**src/rtl/cv32e40x_div_seq.sv**
```systemverilog
// cv32e40x_div_seq: iterative DIV/DIVU/REM/REMU sequencer borrowing the ALU CLZ and shifter
module cv32e40x_div_seq #(
  parameter bit ZERO_DVD_BYPASS = 1'b1
) (
  input  logic        clk,
  input  logic        rst,
  input  logic        kill_i,
  input  logic        valid_i,
  output logic        ready_o,
  input  logic [1:0]  op_i,
  input  logic [31:0] op_a_i,
  input  logic [31:0] op_b_i,
  output logic        valid_o,
  input  logic        ready_i,
  output logic [31:0] result_o,
  output logic        alu_sel_o,
  output logic [31:0] alu_op_a_o,
  output logic        alu_clz_en_o,
  output logic [31:0] alu_clz_data_o,
  input  logic [5:0]  alu_clz_res_i,
  output logic        alu_shift_en_o,
  output logic [5:0]  alu_shift_amt_o,
  input  logic [31:0] alu_shifted_i
);
  typedef enum logic [2:0] {IDLE, CLZ, SHIFT, DIV, DONE} state_t;
  state_t state, state_n;
  logic [1:0]  op;
  logic        neg_a, neg_b;
  logic [31:0] abs_b, q, result;
  logic [32:0] rem, dsr;
  logic [5:0]  clz, cnt;
  logic        a_neg_i, b_neg_i, b_zero, ovf, a_zero, special, accept;
  logic [31:0] abs_a_i, abs_b_i, special_res;
  logic [32:0] dsr_cur, rem_nx;
  logic [31:0] q_nx, q_fix, rem_fix, fin;
  logic        ge, last;
  assign a_neg_i     = ~op_i[0] & op_a_i[31];
  assign b_neg_i     = ~op_i[0] & op_b_i[31];
  assign abs_a_i     = a_neg_i ? -op_a_i : op_a_i;
  assign abs_b_i     = b_neg_i ? -op_b_i : op_b_i;
  assign b_zero      = op_b_i == 32'd0;
  assign ovf         = ~op_i[0] & (op_a_i == 32'h8000_0000) & (op_b_i == 32'hFFFF_FFFF);
  assign a_zero      = ZERO_DVD_BYPASS && (op_a_i == 32'd0);
  assign special     = b_zero | ovf | a_zero;
  assign special_res = b_zero ? (op_i[1] ? op_a_i : 32'hFFFF_FFFF) :
                       ovf    ? (op_i[1] ? 32'd0 : 32'h8000_0000) : 32'd0;
  assign accept      = (state == IDLE) & valid_i & ~kill_i;
  // SHIFT already runs the first iteration on the freshly shifted divisor from the ALU
  assign dsr_cur = (state == SHIFT) ? {1'b0, alu_shifted_i} : dsr;
  assign ge      = rem >= dsr_cur;
  assign rem_nx  = ge ? rem - dsr_cur : rem;
  assign q_nx    = {q[30:0], ge};
  assign last    = cnt == clz;
  assign q_fix   = (~op[0] & (neg_a ^ neg_b)) ? -q_nx : q_nx;
  assign rem_fix = (~op[0] & neg_a) ? -rem_nx[31:0] : rem_nx[31:0];
  assign fin     = op[1] ? rem_fix : q_fix;
  assign ready_o         = state == IDLE;
  assign valid_o         = state == DONE;
  assign result_o        = result;
  assign alu_clz_en_o    = state == CLZ;
  assign alu_clz_data_o  = (state == CLZ) ? abs_b : 32'd0;
  assign alu_shift_en_o  = state == SHIFT;
  assign alu_sel_o       = state == SHIFT;
  assign alu_op_a_o      = (state == SHIFT) ? abs_b : 32'd0;
  assign alu_shift_amt_o = (state == SHIFT) ? clz : 6'd0;
  always_comb begin
    state_n = state;
    unique case (state)
      IDLE:       state_n = valid_i ? (special ? DONE : CLZ) : IDLE;
      CLZ:        state_n = SHIFT;
      SHIFT, DIV: state_n = last ? DONE : DIV;
      DONE:       state_n = ready_i ? IDLE : DONE;
      default:    state_n = IDLE;
    endcase
    if (kill_i) state_n = IDLE;
  end
  always_ff @(posedge clk or posedge rst) begin
    if (rst) begin
      state  <= IDLE;
      op     <= 2'd0;
      neg_a  <= 1'b0;
      neg_b  <= 1'b0;
      abs_b  <= 32'd0;
      q      <= 32'd0;
      rem    <= 33'd0;
      dsr    <= 33'd0;
      clz    <= 6'd0;
      cnt    <= 6'd0;
      result <= 32'd0;
    end else begin
      state <= state_n;
      if (accept) begin
        op    <= op_i;
        neg_a <= a_neg_i;
        neg_b <= b_neg_i;
        abs_b <= abs_b_i;
        rem   <= {1'b0, abs_a_i};
        q     <= 32'd0;
        cnt   <= 6'd0;
        if (special) result <= special_res;
      end
      if (state == CLZ) clz <= alu_clz_res_i;
      if (state == SHIFT || state == DIV) begin
        rem <= rem_nx;
        q   <= q_nx;
        dsr <= dsr_cur >> 1;
        cnt <= cnt + 6'd1;
        if (last && !kill_i) result <= fin;
      end
    end
  end
endmodule
```
**config.mk**
```make
export PLATFORM = sky130hd
export DESIGN_NAME = cv32e40x_div_seq
export DESIGN_NICKNAME = d
export VERILOG_FILES = /design/src/rtl/cv32e40x_div_seq.sv
export SDC_FILE = /design/constraint.sdc
export NUM_CORES = 1
export LEC_CHECK = 0
export BUFFER_PORTS_ARGS = -buffer_cell sky130_fd_sc_hd__buf_4
export CORE_MARGIN = 8
export CORE_UTILIZATION = 53
export DETAILED_ROUTE_END_ITERATION = 8
export GPL_TIMING_DRIVEN = 0
export PLACE_DENSITY = 0.78
export SYNTH_ARGS = -nofsm -noshare
export SYNTH_HDL_FRONTEND = slang
export SYNTH_SLANG_ARGS = --single-unit
```
**constraint.sdc**
```tcl
create_clock -name clk -period 6.3 [get_ports clk]
set_clock_uncertainty 0.2 [all_clocks]
set_input_delay 0.63 -clock clk [delete_from_list [all_inputs] [get_ports clk]]
set_output_delay 0.63 -clock clk [all_outputs]
set_load 0.05 [all_outputs]
```
**After elaboration in Yosys (flattened, before gate mapping)**

Cells that the tools add are included.

- Word-level logic and storage cells: 80
- Flip-flop bits (word level): 179
- Output and inout bits: 107

- Magnitude comparators: 1
- Mux-type cells: 30
- Reductions and logical operators: 9
- $add $sub $neg: 6
- Bitwise gates (word level): 14
- Equality and inequality tests: 8

Operators with widths:

| kind | number |
|---|---|
| $mux W32 | 16 |
| $neg A32 Y32 | 4 |
| $mux W33 | 3 |
| $eq A32 B32 Y1 const B | 2 |
| $logic_not A32 Y1 | 2 |
| $mux W31 | 2 |
| $ge A33 B32 Y1 | 1 |
| $sub A33 B32 Y33 | 1 |
| $mux W6 | 3 |
| $mux W3 | 5 |
| $pmux W3 S4 | 1 |
| $and A1 B1 Y1 | 8 |
| $add A6 B1 Y6 const B | 1 |
| $eq A3 B2 Y1 const B | 2 |
| $eq A6 B6 Y1 | 1 |
| $eq A3 B1 Y1 const B | 1 |
| $eq A3 B3 Y1 const B | 1 |
| $logic_not A3 Y1 | 1 |
| $not A1 Y1 | 3 |
| $ne A2 B2 Y1 const B | 1 |
| $or A1 B1 Y1 | 2 |
| $reduce_and A2 Y1 | 1 |
| $reduce_bool A2 Y1 | 1 |
| $reduce_or A2 Y1 | 1 |
| 4 further kinds | 4 |

**Logic depth before layout (Yosys ltp)**

Gate-level depths: netlist (run 1).

- Word-level depth: 9
- Gate-level depth with buffers: 28

**Least setup slack after synthesis (run 1)**

No wires, ideal clock.

- Path type: register to register
- Start: register state[1]
- End: register result[30] (netlist: result_o[30])
- Setup slack: -0.197 ns
- Path buffers: 6
- Cell stages (with the launch flop): 28
- Required time: 5.967 ns
- Clock period less this slack: 6.497 ns
- Arrival time: 6.164 ns
- Library setup time: 0.133 ns
- Cells stage by stage: dfrtp_1 > or3b_1 > buf_6 > clkinv_8 > clkbuf_1 > mux2i_1 > ha_1 > clkbuf_1 > nand2_1 > o21ai_1 > a21oi_1 > o21a_1 > o21a_1 > nand2_4 > clkbuf_1 > clkbuf_1 > buf_1 > nand2_1 > o21ai_0 > ha_1 > nand3b_1 > or3_1 > or4_1 > o41ai_2 > inv_1 > o31ai_1 > xor2_1 > a21oi_1

- Cells in the longest elaborated chain, start to end: 9

Ends and longest elaborated chain:

| element | RTL line | source |
|---|---|---|
| start, declared | 26 | `state_t state, state_n;` |
| start signal, assigned | 91 | `state <= state_n;` |
| $eq A3 B2 Y1 | 49, 103 |  |
| $mux W32 | 49 | `assign dsr_cur = (state == SHIFT) ? {1'b0, alu_shifted_i} : dsr;` |
| $sub A33 B32 Y33 or $ge A33 B32 Y1 (tied branches) | 51, 50 |  |
| $mux W33 | 51 | `assign rem_nx = ge ? rem - dsr_cur : rem;` |
| $neg A32 Y32 | 55 | `assign rem_fix = (~op[0] & neg_a) ? -rem_nx[31:0] : rem_nx[31:0];` |
| $mux W32 | 55 |  |
| $mux W32 | 56 | `assign fin = op[1] ? rem_fix : q_fix;` |
| $mux W32 | 108 | `if (last && !kill_i) result <= fin;` |
| $mux W32 (*) | 103 | `if (state == SHIFT \|\| state == DIV) begin` |
| end signal, assigned | 100 | `if (special) result <= special_res;` |
| end signal, assigned | 108 |  |
| end, declared | 29 | `logic [31:0] abs_b, q, result;` |

Every way passes the cells marked *; elsewhere a longest branch is shown, timed or not. The select of a mux whose other input is x is not followed.
A chain may end at the register's enable or synchronous reset.

**Final worst setup path (run 1)**

- Start: register state[0]
- End: register result[8] (netlist: result_o[8])

Same word-level chain as after synthesis.

==> results of run 1 <==
## worst min path at each step
stage	startpoint	endpoint	cells after the start
6_report	alu_clz_res_i[0]	clz[0]$_DFFE_PP0P_	2
3_3_place_gp	dsr[2]$_DFFE_PP0N_	dsr[2]$_DFFE_PP0N_	2
5_1_grt	alu_clz_res_i[4]	clz[4]$_DFFE_PP0P_	2
3_5_place_dp	dsr[30]$_DFFE_PP0N_	dsr[30]$_DFFE_PP0N_	2
2_1_floorplan	dsr[30]$_DFFE_PP0N_	dsr[30]$_DFFE_PP0N_	2
4_1_cts	alu_clz_res_i[0]	clz[0]$_DFFE_PP0P_	2
## kinds of logic after synthesis
logic type | after synthesis
adder cells (fa/ha/maj) | 38
AND/OR/NAND/NOR | 681
flip-flops | 178
buffers and inverters | 149
XOR/XNOR | 137
multiplexers | 59
AO/OA/AOI/OAI | 547
## cell usage in the layout (no fill, tap or decap), types with 14 or more instances in the layout
cell type,synthesis,layout
nor3_1,42,41
o21ai_0,169,165
dfrtp_1,178,177
nor4_1,15,14
buf_4,1,238
nand3_1,27,27
and2_1,82,82
xnor2_1,76,74
ha_1,37,15
or3_1,21,21
o41ai_1,15,14
mux2i_1,46,24
o31ai_1,33,33
nor2_1,119,115
a21o_1,24,24
ha_4,0,16
clkbuf_16,0,18
inv_1,33,32
a221o_1,17,17
nand4_1,28,28
nand2b_1,34,34
clkbuf_1,102,80
xor2_1,61,61
nand2_1,244,242
or4_1,16,16
a221oi_1,28,28
a21oi_1,124,118
## routing by layer
layer / vias up / wire, um / global-route usage, %
met3: 153 / 5320 / 6.45
met4: 0 / 2290 / 13.9
li1: 6996 / - / -
met2: 855 / 26800 / 56.0
met5: - / 0 / 0
met1: 7481 / 23700 / 45.0
## what timing repair did
item	in CTS	in global routing
endpoints found under the hold margin	24	0
pin swaps	11	10
setup buffers	11	12
hold buffers	1	0
resized for setup	65	69
setup endpoints to repair	19	20
## state kept, by name, summed over array words and instances, names as in the netlist
signal and flops:
rem 33, abs_b 32, result_o 32, dsr 31, q 31, clz 6, cnt 6, state 3
op 2, neg_a 1, neg_b 1
## per-stage QoR
step | std cells | cell area [um^2] | setup TNS, ns | setup slack [ns]
finish | 2385 | 17800 | 0 | 0.0354
floorplan | 1789 | 14300 | 0 | 0.0413
CTS | 2374 | 17400 | 0 | 0.0219
detailed placement | 2345 | 16400 | -23.00 | -1.97
global route | 2385 | 17800 | -0.0438 | -0.0179
global placement | 2344 | 16400 | -292.87 | -1.89
## cells in the mapped netlist, types with 6 or more instances
cell type  count  area (um^2)
nand2_1      244          916
dfrtp_1      178         4450
o21ai_0      169          846
a21oi_1      124          621
nor2_1       119          447
clkbuf_1     102          383
and2_1        82          513
xnor2_1       76          666
xor2_1        61          534
mux2i_1       46          460
nor3_1        42          210
ha_1          37          463
nand2b_1      34          213
inv_1         33          124
o31ai_1       33          248
a221oi_1      28          245
nand4_1       28          175
nand3_1       27          135
a21o_1        24          180
or3_1         21          131
a221o_1       17          170
or4_1         16          120
nor4_1        15         93.8
o41ai_1       15          131
a31oi_1       13         81.3
mux2_2        13          146
o211ai_1      12         90.1
o21a_1        12         90.1
nor2b_1       11         68.8
o221ai_1      11         96.3
o21ai_1        9         45.0
a22oi_1        8         60.1
and3_1         8         50.1
buf_1          8         30.0
a211oi_1       7         52.6
o21bai_1       6         45.0
or2_2          6         37.5
## layout make-up
class,count,share of cell area (%)
plain buffers,98,2.68
clock buffers,18,2.41
clock inverters,14,1.01
inverters,35,0.865
multi-input cells,1462,55.4
flip-flops and latches,178,25.1
well taps,341,2.40
repair buffers,239,10.2
## power by group through the flow
stage | registers, W | logic, W | clock network [W]
6_report | 0.00205 | 0.00878 | 0.00115
5_1_grt | 0.00209 | 0.00933 | 0.00118
4_1_cts | 0.00200 | 0.00814 | 0.00114
3_5_place_dp | 0.00200 | 0.00773 | 0
3_3_place_gp | 0.00199 | 0.00766 | 0
2_1_floorplan | 0.00218 | 0.00519 | 0
==> impl_metrics.py, run 1 <==
metrics = {
    "status": {
        "outcome": "finished, final reports clean",
    },
    "timing": {
        "slew_headroom_pct": 8.82,
        "fmax_mhz": 160,
        "finalCritPeriodShare_pct": 99.4,
        "setup-violations-final": 0,
        "worst_pin_slew_ns": 1.36,
        "hold-worst-slack_ns": 0.195,
        "drv_slew": 0,
        "hold_viol_final": 0,
        "period_needed_ns": 6.26,
    },
    "worst_setup_path": {
        "worst_r2r_endpoint": "result_o[8]$_DFF_PP0_",
        "cp.buffers_inverters": 6,
        "crit_path_end_kind": "flip-flop",
        "worst_path_max_delay_cell": "o311ai_0",
        "required_ns": 6.47,
        "critical_path_class": "flip-flop to flip-flop",
        "r2r_cells": 23,
        "r2r-start": "state[0]$_DFF_PP0_",
        "endpoint": "result_o[8]$_DFF_PP0_",
        "critPathTopFamily": "compound AO/OA/AOI/OAI gates",
        "crit_path_start": "state[0]$_DFF_PP0_",
        "slowest_delay_ns": 0.67,
        "cp_num_cells": 23,
        "path_cells": "or3b_1 > buf_6 > clkinv_8 > clkbuf_16 > mux2i_1 > ha_1 > a21o_1 > a211o_1 > a31oi_2 > o21a_1 > nand2_4 > inv_4 > buf_8 > clkbuf_8 > mux2i_4 > ha_4 > nand2_1 > nor3_1 > nand3_1 > and3_1 > o311ai_0 > o21ai_0 > a21oi_1",
        "crit_path_start_kind": "flip-flop",
        "critPathArrivalTime_ns": 6.44,
        "rrSetupSlack_ns": 0.04,
        "path_max_fanout": 10,
    },
    "flow_run": {
        "cap_viol_max_count": 0,
    },
    "power": {
        "seq_power_share_pct": 17.1,
        "intPower_w": 0.00528,
        "ir_worst_vdd_v": 0.000277,
        "power_frac_comb_pct": 73.3,
        "p_total_w": 0.0120,
        "clock_power_share_pct": 9.6,
        "swShare_pct": 55.9,
        "p_per_area_nw_per_um2": 674,
        "leakagePower_nw": 7.54,
        "p_switching_w": 0.00670,
    },
    "drt": {
        "drc": 0,
        "dr.pass1.iters": 6,
        "drt_wl_total_um": 58100,
        "drtIter0Drc": 2070,
        "ant_nets": 0,
        "wire_per_inst_um": 24.4,
        "viasPerCell": 6.49,
        "vias": 15500,
    },
    "synthesis": {
        "synth-xor-area-share_pct": 8.37,
        "synth_mux_area_share_pct": 4.23,
        "syn_inst": 1789,
        "ys_warn_count": 0,
        "yosys.area_share.simple_pct": 23.5,
        "async_flop_share_pct": 100,
        "synth_flop_cell": "dfrtp_1",
        "synth_area_um2": 14300,
        "synth-adder-area-share_pct": 3.37,
        "syn_avg_cell_area_um2": 8.01,
        "seq_area_frac_synth_pct": 31.1,
        "synth_top_family_by_area": "compound AO/OA/AOI/OAI gates",
        "synth_nets": 1936,
        "synth-edff-count": 0,
        "synth.distinct_cells": 91,
        "synth_compound_area_share_pct": 25.4,
        "ys_ff_latch": 178,
    },
    "clocking": {
        "cts_sinks": 178,
        "insertion_delay_ns": 0.46,
        "cts_buffer_depth": 2,
        "clk_pin_slew_ns": 0.09,
        "htree_levels": 4,
        "cts_buffers": 17,
        "root_buffer": "clkbuf_16",
        "cts_tree": "yes",
    },
    "layout": {
        "final-seq-area_um2": 4460,
        "fillers": 2297,
        "nets": 2178,
        "drive_gt1_share_pct": 19.4,
        "fin_util_pct": 66.5,
        "num_antenna_cells": 0,
        "area_growth_pct": 24.1,
        "multi_input_area_um2": 9850,
    },
    "placed_design": {
        "gp_congestion": 1.01,
        "io_buffer_count": 214,
        "hpwl_um": 44900,
    },
    "min_path": {
        "hp-class": "primary input to flip-flop",
    },
    "floorplanning": {
        "core_um2": 26700,
        "pin_count": 216,
        "design.die.area_um2": 32600,
        "initial_utilization_pct": 53.6,
        "die_y_um": 180,
        "fp.dieW_um": 180,
        "core.rowCount": 60,
    },
    "grt": {
        "grt.total_usage_pct": 34.6,
        "grt_max_degree": 128,
        "grt_pass1_vias": 15000,
        "grt_overflow": 0,
        "grt_pass1_wl_um": 88500,
        "antenna_found_initial": 0,
    },
}
No activity file was read; power rests on OpenSTA's default activity.
==> run 2: changes to the inputs <==
CTS_CLUSTER_DIAMETER = 50   (was not set)
clock period = 5.6 ns   (was 6.3 ns; I/O delays follow)
==> run 2 against run 1 <==
Effect of this change: the flow now finishes with violations (negative setup slack); total power rose by 22%; cell count rose by 1.9%; sequential share of layout area fell by 1.3 points; utilization rose by 3.6 points; sequential power rose by 15%; first-iteration DRC count fell by 8.7%; register-to-register slack got worse by 0.08 ns; critical path depth rose by 3; wire length rose by 1.8%; via count rose by 1.7%.
==> impl_metrics.py, run 2 (synthesis gave the netlist of run 1 again) <==
metrics = {
    "grt": {
        "grt.total_usage_pct": 34.9,
        "grt_overflow": 0,
        "antenna_found_initial": 1,
        "grt_pass1_vias": 15400,
        "grt_pass1_wl_um": 89500,
        "grt_max_degree": 127,
    },
    "drt": {
        "viasPerCell": 6.48,
        "drt_wl_total_um": 59200,
        "dr.pass1.iters": 6,
        "drc": 0,
        "wire_per_inst_um": 24.4,
        "drtIter0Drc": 1890,
        "vias": 15800,
        "ant_nets": 0,
    },
    "worst_setup_path": {
        "crit_path_end_kind": "flip-flop",
        "crit_path_start_kind": "flip-flop",
        "path_max_fanout": 7,
        "critical_path_class": "flip-flop to flip-flop",
        "critPathArrivalTime_ns": 5.77,
        "required_ns": 5.72,
    },
    "floorplanning": {
        "pin_count": 216,
        "core.rowCount": 60,
        "design.die.area_um2": 32600,
        "fp.dieW_um": 180,
        "initial_utilization_pct": 53.6,
        "core_um2": 26700,
        "die_y_um": 180,
    },
    "layout": {
        "fin_util_pct": 70.1,
        "layout_common_cells": "buf_4, nand2_1, dfrtp_1",
        "area_growth_pct": 30.7,
        "final_common_cell": "buf_4",
        "largest_reg_flops": 33,
        "drive_gt1_share_pct": 23.7,
        "num_antenna_cells": 0,
        "nets": 2224,
        "largest-register": "rem",
    },
    "timing": {
        "worst_pin_slew_ns": 1.38,
        "finalCritPeriodShare_pct": 101,
        "hold_viol_final": 0,
        "rsz0062_at_grt": "yes",
        "drv_slew": 0,
        "hold-worst-slack_ns": 0.140,
        "slew_headroom_pct": 7.52,
        "fmax_mhz": 177,
        "setup-violations-final": 6,
        "period_needed_ns": 5.65,
        "finalWorstSetupSlack_ns": -0.0460,
    },
    "placed_design": {
        "hpwl_um": 44000,
        "io_buffer_count": 214,
        "gp_congestion": 0.972,
    },
    "power": {
        "ir_worst_vdd_v": 0.000419,
        "leakagePower_nw": 7.91,
        "p_per_area_nw_per_um2": 782,
    },
    "min_path": {
        "hp-class": "primary input to flip-flop",
    },
    "clocking": {
        "clk_pin_slew_ns": 0.09,
        "htree_levels": 4,
        "cts_buffer_depth": 2,
        "cts_sinks": 178,
        "root_buffer": "clkbuf_16",
        "cts_buffers": 17,
        "insertion_delay_ns": 0.45,
        "cts_tree": "yes",
    },
    "status": {
        "outcome": "complete, but fails checks",
        "violations": "negative setup slack",
    },
    "flow_run": {
        "cap_viol_max_count": 0,
    },
}
run 2: cell count changes in the layout (fill, tap and decap cells not counted), sizes merged:
cell,before,now
buf,251,299
clkbuf,103,101
clkinv,7,8
inv,41,40
run 2: repair_timing:
item	4_1_cts	5_1_grt
hold endpoints to repair	52	0
hold buffers	1	0
setup endpoints to repair	27	20
resized for setup	137	80
buffers inserted	48	22
gates cloned	3	0
pin swaps	41	42
run 2: critical path: stages (launching register included):
cell       delay (ns)
dfrtp_1          0.38
or3b_4           0.46
clkinv_8         0.12
clkbuf_16        0.19
mux2i_4          0.32
ha_4             0.17
nor2b_4          0.17
o221ai_4         0.13
o211a_4          0.26
o211ai_4         0.28
nand4_4          0.14
nand2_4          0.14
clkbuf_16        0.15
clkbuf_16        0.13
nand2_4          0.05
o21ai_4          0.07
ha_4             0.17
nand3b_1         0.13
or3_4            0.40
or4_4            0.55
o41ai_4          0.07
buf_6            0.20
buf_6            0.11
nand2_4          0.04
o21ai_4          0.14
xor2_2           0.23
a21oi_2          0.08
run 2: worst paths after layout:
kind                                           to                 from  slack [ns]  cells after the start
setup / recovery           result_o[22]$_DFF_PP0_   state[0]$_DFF_PP0_       -0.05                     26
min in group asynchronous      clz[5]$_DFFE_PP0P_                  rst        0.46                      3
setup reg to reg           result_o[22]$_DFF_PP0_   state[0]$_DFF_PP0_       -0.05                     26
hold reg to reg               dsr[15]$_DFFE_PP0N_  dsr[15]$_DFFE_PP0N_        0.29                      2
hold / removal                 clz[3]$_DFFE_PP0P_     alu_clz_res_i[3]        0.14                      2
max in group asynchronous     rem[20]$_DFFE_PP0P_                  rst        3.71                      4
run 2: final cells by class:
type,count,area [um^2]
sequential,178,4460
multi-input combinational,1462,10400
fill,2167,7990
clock buffer,18,429
clock inverter,14,161
inverter,35,161
timing repair buffer,289,2240
tap,341,427
buffer,94,477
run 2: per-layer routing:
layer	part of all wire [%]	wire length (um)	up-vias	GRT usage (%)
met5	0.019	11	-	0
met4	5.1	3010	2	17.1
met3	9.7	5760	195	6.41
met2	46	27300	941	56.2
met1	39	23200	7510	44.7
li1	-	-	7107	-
run 2: per-stage QoR:
step | TNS [ns] | power, W | area (um^2) | worst slack [ns] | std cells
final | -0.154 | 0.0146 | 18700 | -0.0460 | 2431
after global routing | -0.905 | 0.0154 | 18700 | -0.160 | 2431
after CTS | -0.120 | 0.0136 | 18200 | -0.0951 | 2413
after detailed placement | -23.58 | 0.0110 | 16500 | -1.77 | 2345
after global placement | -396.89 | 0.0109 | 16400 | -2.14 | 2344
after floorplan | 0 | 0.00837 | 14400 | 0.00281 | 1789
run 2: power by group:
group	internal [W]	switching, W	total, W
clock	0.000602	0.000652	0.00125
combinational	0.00432	0.00672	0.0110
sequential	0.00175	0.000604	0.00235
==> run 3: changes to the inputs <==
GPL_TIMING_DRIVEN = not set   (was 0)
==> run 3 against run 2 <==
Effect of this change: the flow now finishes without violations; highest routed layer is now met4; worst setup slack better by 0.17 ns; clock power about the same; critical endpoint is now result_o[30]$_DFF_PP0_; sequential power barely moved.
==> impl_metrics.py, run 3 (synthesis gave the netlist of run 1 again) <==
metrics = {
    "status": {
        "outcome": "finished, final reports clean",
    },
    "clocking": {
        "root_buffer": "clkbuf_16",
        "clk_pin_slew_ns": 0.08,
        "cts_tree": "yes",
        "htree_levels": 4,
        "ctsHoldBuffers": 0,
        "cts_buffers": 17,
        "cts_buffer_depth": 2,
        "insertion_delay_ns": 0.46,
        "cts_sinks": 178,
    },
    "timing": {
        "period_needed_ns": 5.47,
        "hold_viol_final": 0,
        "finalWorstSetupSlack_ns": 0.126,
        "setup-violations-final": 0,
        "finalCritPeriodShare_pct": 97.8,
        "worst_pin_slew_ns": 1.05,
        "slew_headroom_pct": 30.1,
        "fmax_mhz": 183,
        "hold-worst-slack_ns": 0.140,
        "drv_slew": 0,
    },
    "drt": {
        "drc": 0,
        "vias": 14800,
        "viasPerCell": 6.31,
        "wire_per_inst_um": 21.9,
        "drt_wl_total_um": 51400,
        "ant_nets": 0,
        "dr.pass1.iters": 6,
        "drtIter0Drc": 1824,
    },
    "grt": {
        "grt_max_degree": 110,
        "grt_overflow": 0,
        "grt_pass1_wl_um": 78900,
        "antenna_found_initial": 0,
        "grt.total_usage_pct": 30.0,
        "grt_pass1_vias": 13800,
    },
    "worst_setup_path": {
        "crit_path_start_kind": "flip-flop",
        "r2r-start": "state[2]$_DFF_PP0_",
        "path_max_fanout": 7,
        "path_cells": "or3b_4 > clkinv_8 > buf_4 > nand2_1 > ha_1 > a211o_1 > a31oi_2 > o21a_1 > nand2_4 > inv_2 > mux2i_4 > ha_2 > nand3b_1 > or3_4 > or4_1 > o41ai_2 > buf_4 > inv_1 > o31ai_2 > xor2_1 > a21oi_1",
        "worst_r2r_endpoint": "result_o[30]$_DFF_PP0_",
        "crit_path_end_kind": "flip-flop",
        "critPathArrivalTime_ns": 5.58,
        "rrSetupSlack_ns": 0.13,
        "cp_num_cells": 21,
        "critical_path_class": "flip-flop to flip-flop",
        "slowest_delay_ns": 0.57,
        "required_ns": 5.71,
        "critPathTopFamily": "simple AND/OR/NAND/NOR gates",
        "worst_path_max_delay_cell": "or3b_4",
        "r2r_cells": 21,
        "cp.buffers_inverters": 5,
        "crit_top_cell": "buf_4",
    },
    "layout": {
        "drive_gt1_share_pct": 22.0,
        "final_area_um2": 17700,
        "largest_reg_flops": 33,
        "layout_common_cells": "buf_4, nand2_1, dfrtp_1",
        "largest-register": "rem",
        "final_common_cell": "buf_4",
        "num_antenna_cells": 0,
        "nets": 2139,
        "area_growth_pct": 23.6,
        "fin_cells": 2346,
    },
    "placed_design": {
        "dp_cells": 2302,
        "preCtsSetupSlack_ns": 0.0958,
        "placed_area_um2": 16600,
        "io_buffer_count": 215,
        "hpwl_um": 38100,
        "gp_congestion": 0.997,
    },
    "floorplanning": {
        "die_y_um": 180,
        "initial_utilization_pct": 53.6,
        "core_um2": 26700,
        "fp.dieW_um": 180,
        "pin_count": 216,
        "core.rowCount": 60,
        "design.die.area_um2": 32600,
    },
    "power": {
        "clock_power_share_pct": 9.5,
        "ir_worst_vdd_v": 0.000529,
        "p_per_area_nw_per_um2": 744,
        "leakagePower_nw": 7.62,
        "seq_power_share_pct": 17.6,
        "swShare_pct": 54.5,
        "p_total_w": 0.0132,
        "p_switching_w": 0.00719,
        "intPower_w": 0.00600,
        "power_frac_comb_pct": 73.0,
    },
    "min_path": {
        "hold_depth": 2,
        "hp-class": "primary input to flip-flop",
        "min_to": "clz[1]$_DFFE_PP0P_",
        "min_from": "alu_clz_res_i[1]",
    },
    "flow_run": {
        "cap_viol_max_count": 0,
    },
}
run 3: layer usage:
metal	track usage, %	routed length [um]	vias up	share of wire (%)
li1	-	-	6912	-
met1	42.4	22300	7082	43
met2	46.2	23500	719	46
met3	4.96	4310	81	8.4
met4	9.49	1290	0	2.5
met5	0	0	-	0
run 3: area by class of cell:
type                    instances  area (um^2)
flip-flops and latches        178         4450
multi-input cells            1462         9750
repair inverters                3         48.8
repair buffers                295         2290
fillers                      2268         9010
inverters                      35          153
clock buffers                  18          429
clock inverters                14          169
well taps                     341          427
run 3: worst reg2reg max path: stages, from the launching register on:
cell and delay [ns]:
dfrtp_1 0.39, or3b_4 0.57, clkinv_8 0.16, buf_4 0.18
nand2_1 0.17, ha_1 0.40, a211o_1 0.31, a31oi_2 0.20
o21a_1 0.24, nand2_4 0.10, inv_2 0.11, mux2i_4 0.26
ha_2 0.21, nand3b_1 0.11, or3_4 0.39, or4_1 0.43
o41ai_2 0.07, buf_4 0.20, inv_1 0.07, o31ai_2 0.20
xor2_1 0.27, a21oi_1 0.11
run 3: worst max-delay path by stage:
stage | startpoint | end | slack, ns
after floorplan | state[1]$_DFF_PP0_ | result_o[30]$_DFF_PP0_ | 0.003
after global placement | state[0]$_DFF_PP0_ | result_o[31]$_DFF_PP0_ | 0.12
after detailed placement | state[0]$_DFF_PP0_ | result_o[31]$_DFF_PP0_ | 0.1
after CTS | state[0]$_DFF_PP0_ | result_o[31]$_DFF_PP0_ | 0.03
after global routing | state[2]$_DFF_PP0_ | result_o[30]$_DFF_PP0_ | -0.008
final | state[2]$_DFF_PP0_ | result_o[30]$_DFF_PP0_ | 0.13
run 3: power by group through the flow:
stage	clock network [W]	registers (W)	logic, W
2_1_floorplan	0	0.00245	0.00592
3_3_place_gp	0	0.00226	0.00888
3_5_place_dp	0	0.00227	0.00894
4_1_cts	0.00125	0.00225	0.00901
5_1_grt	0.00130	0.00236	0.0103
6_report	0.00125	0.00232	0.00962
run 3: through the flow:
stage,utilization [%],TNS [ns]
finish,66.3,0
global route,66.3,-0.00833
CTS,64.2,0
detailed placement,62.0,0
global placement,62.0,0
floorplan,-,0
run 3: timing repair:
action | CTS | global route
gates resized for setup | 0 | 87
buffers inserted | 0 | 8
setup endpoints to repair | 0 | 15
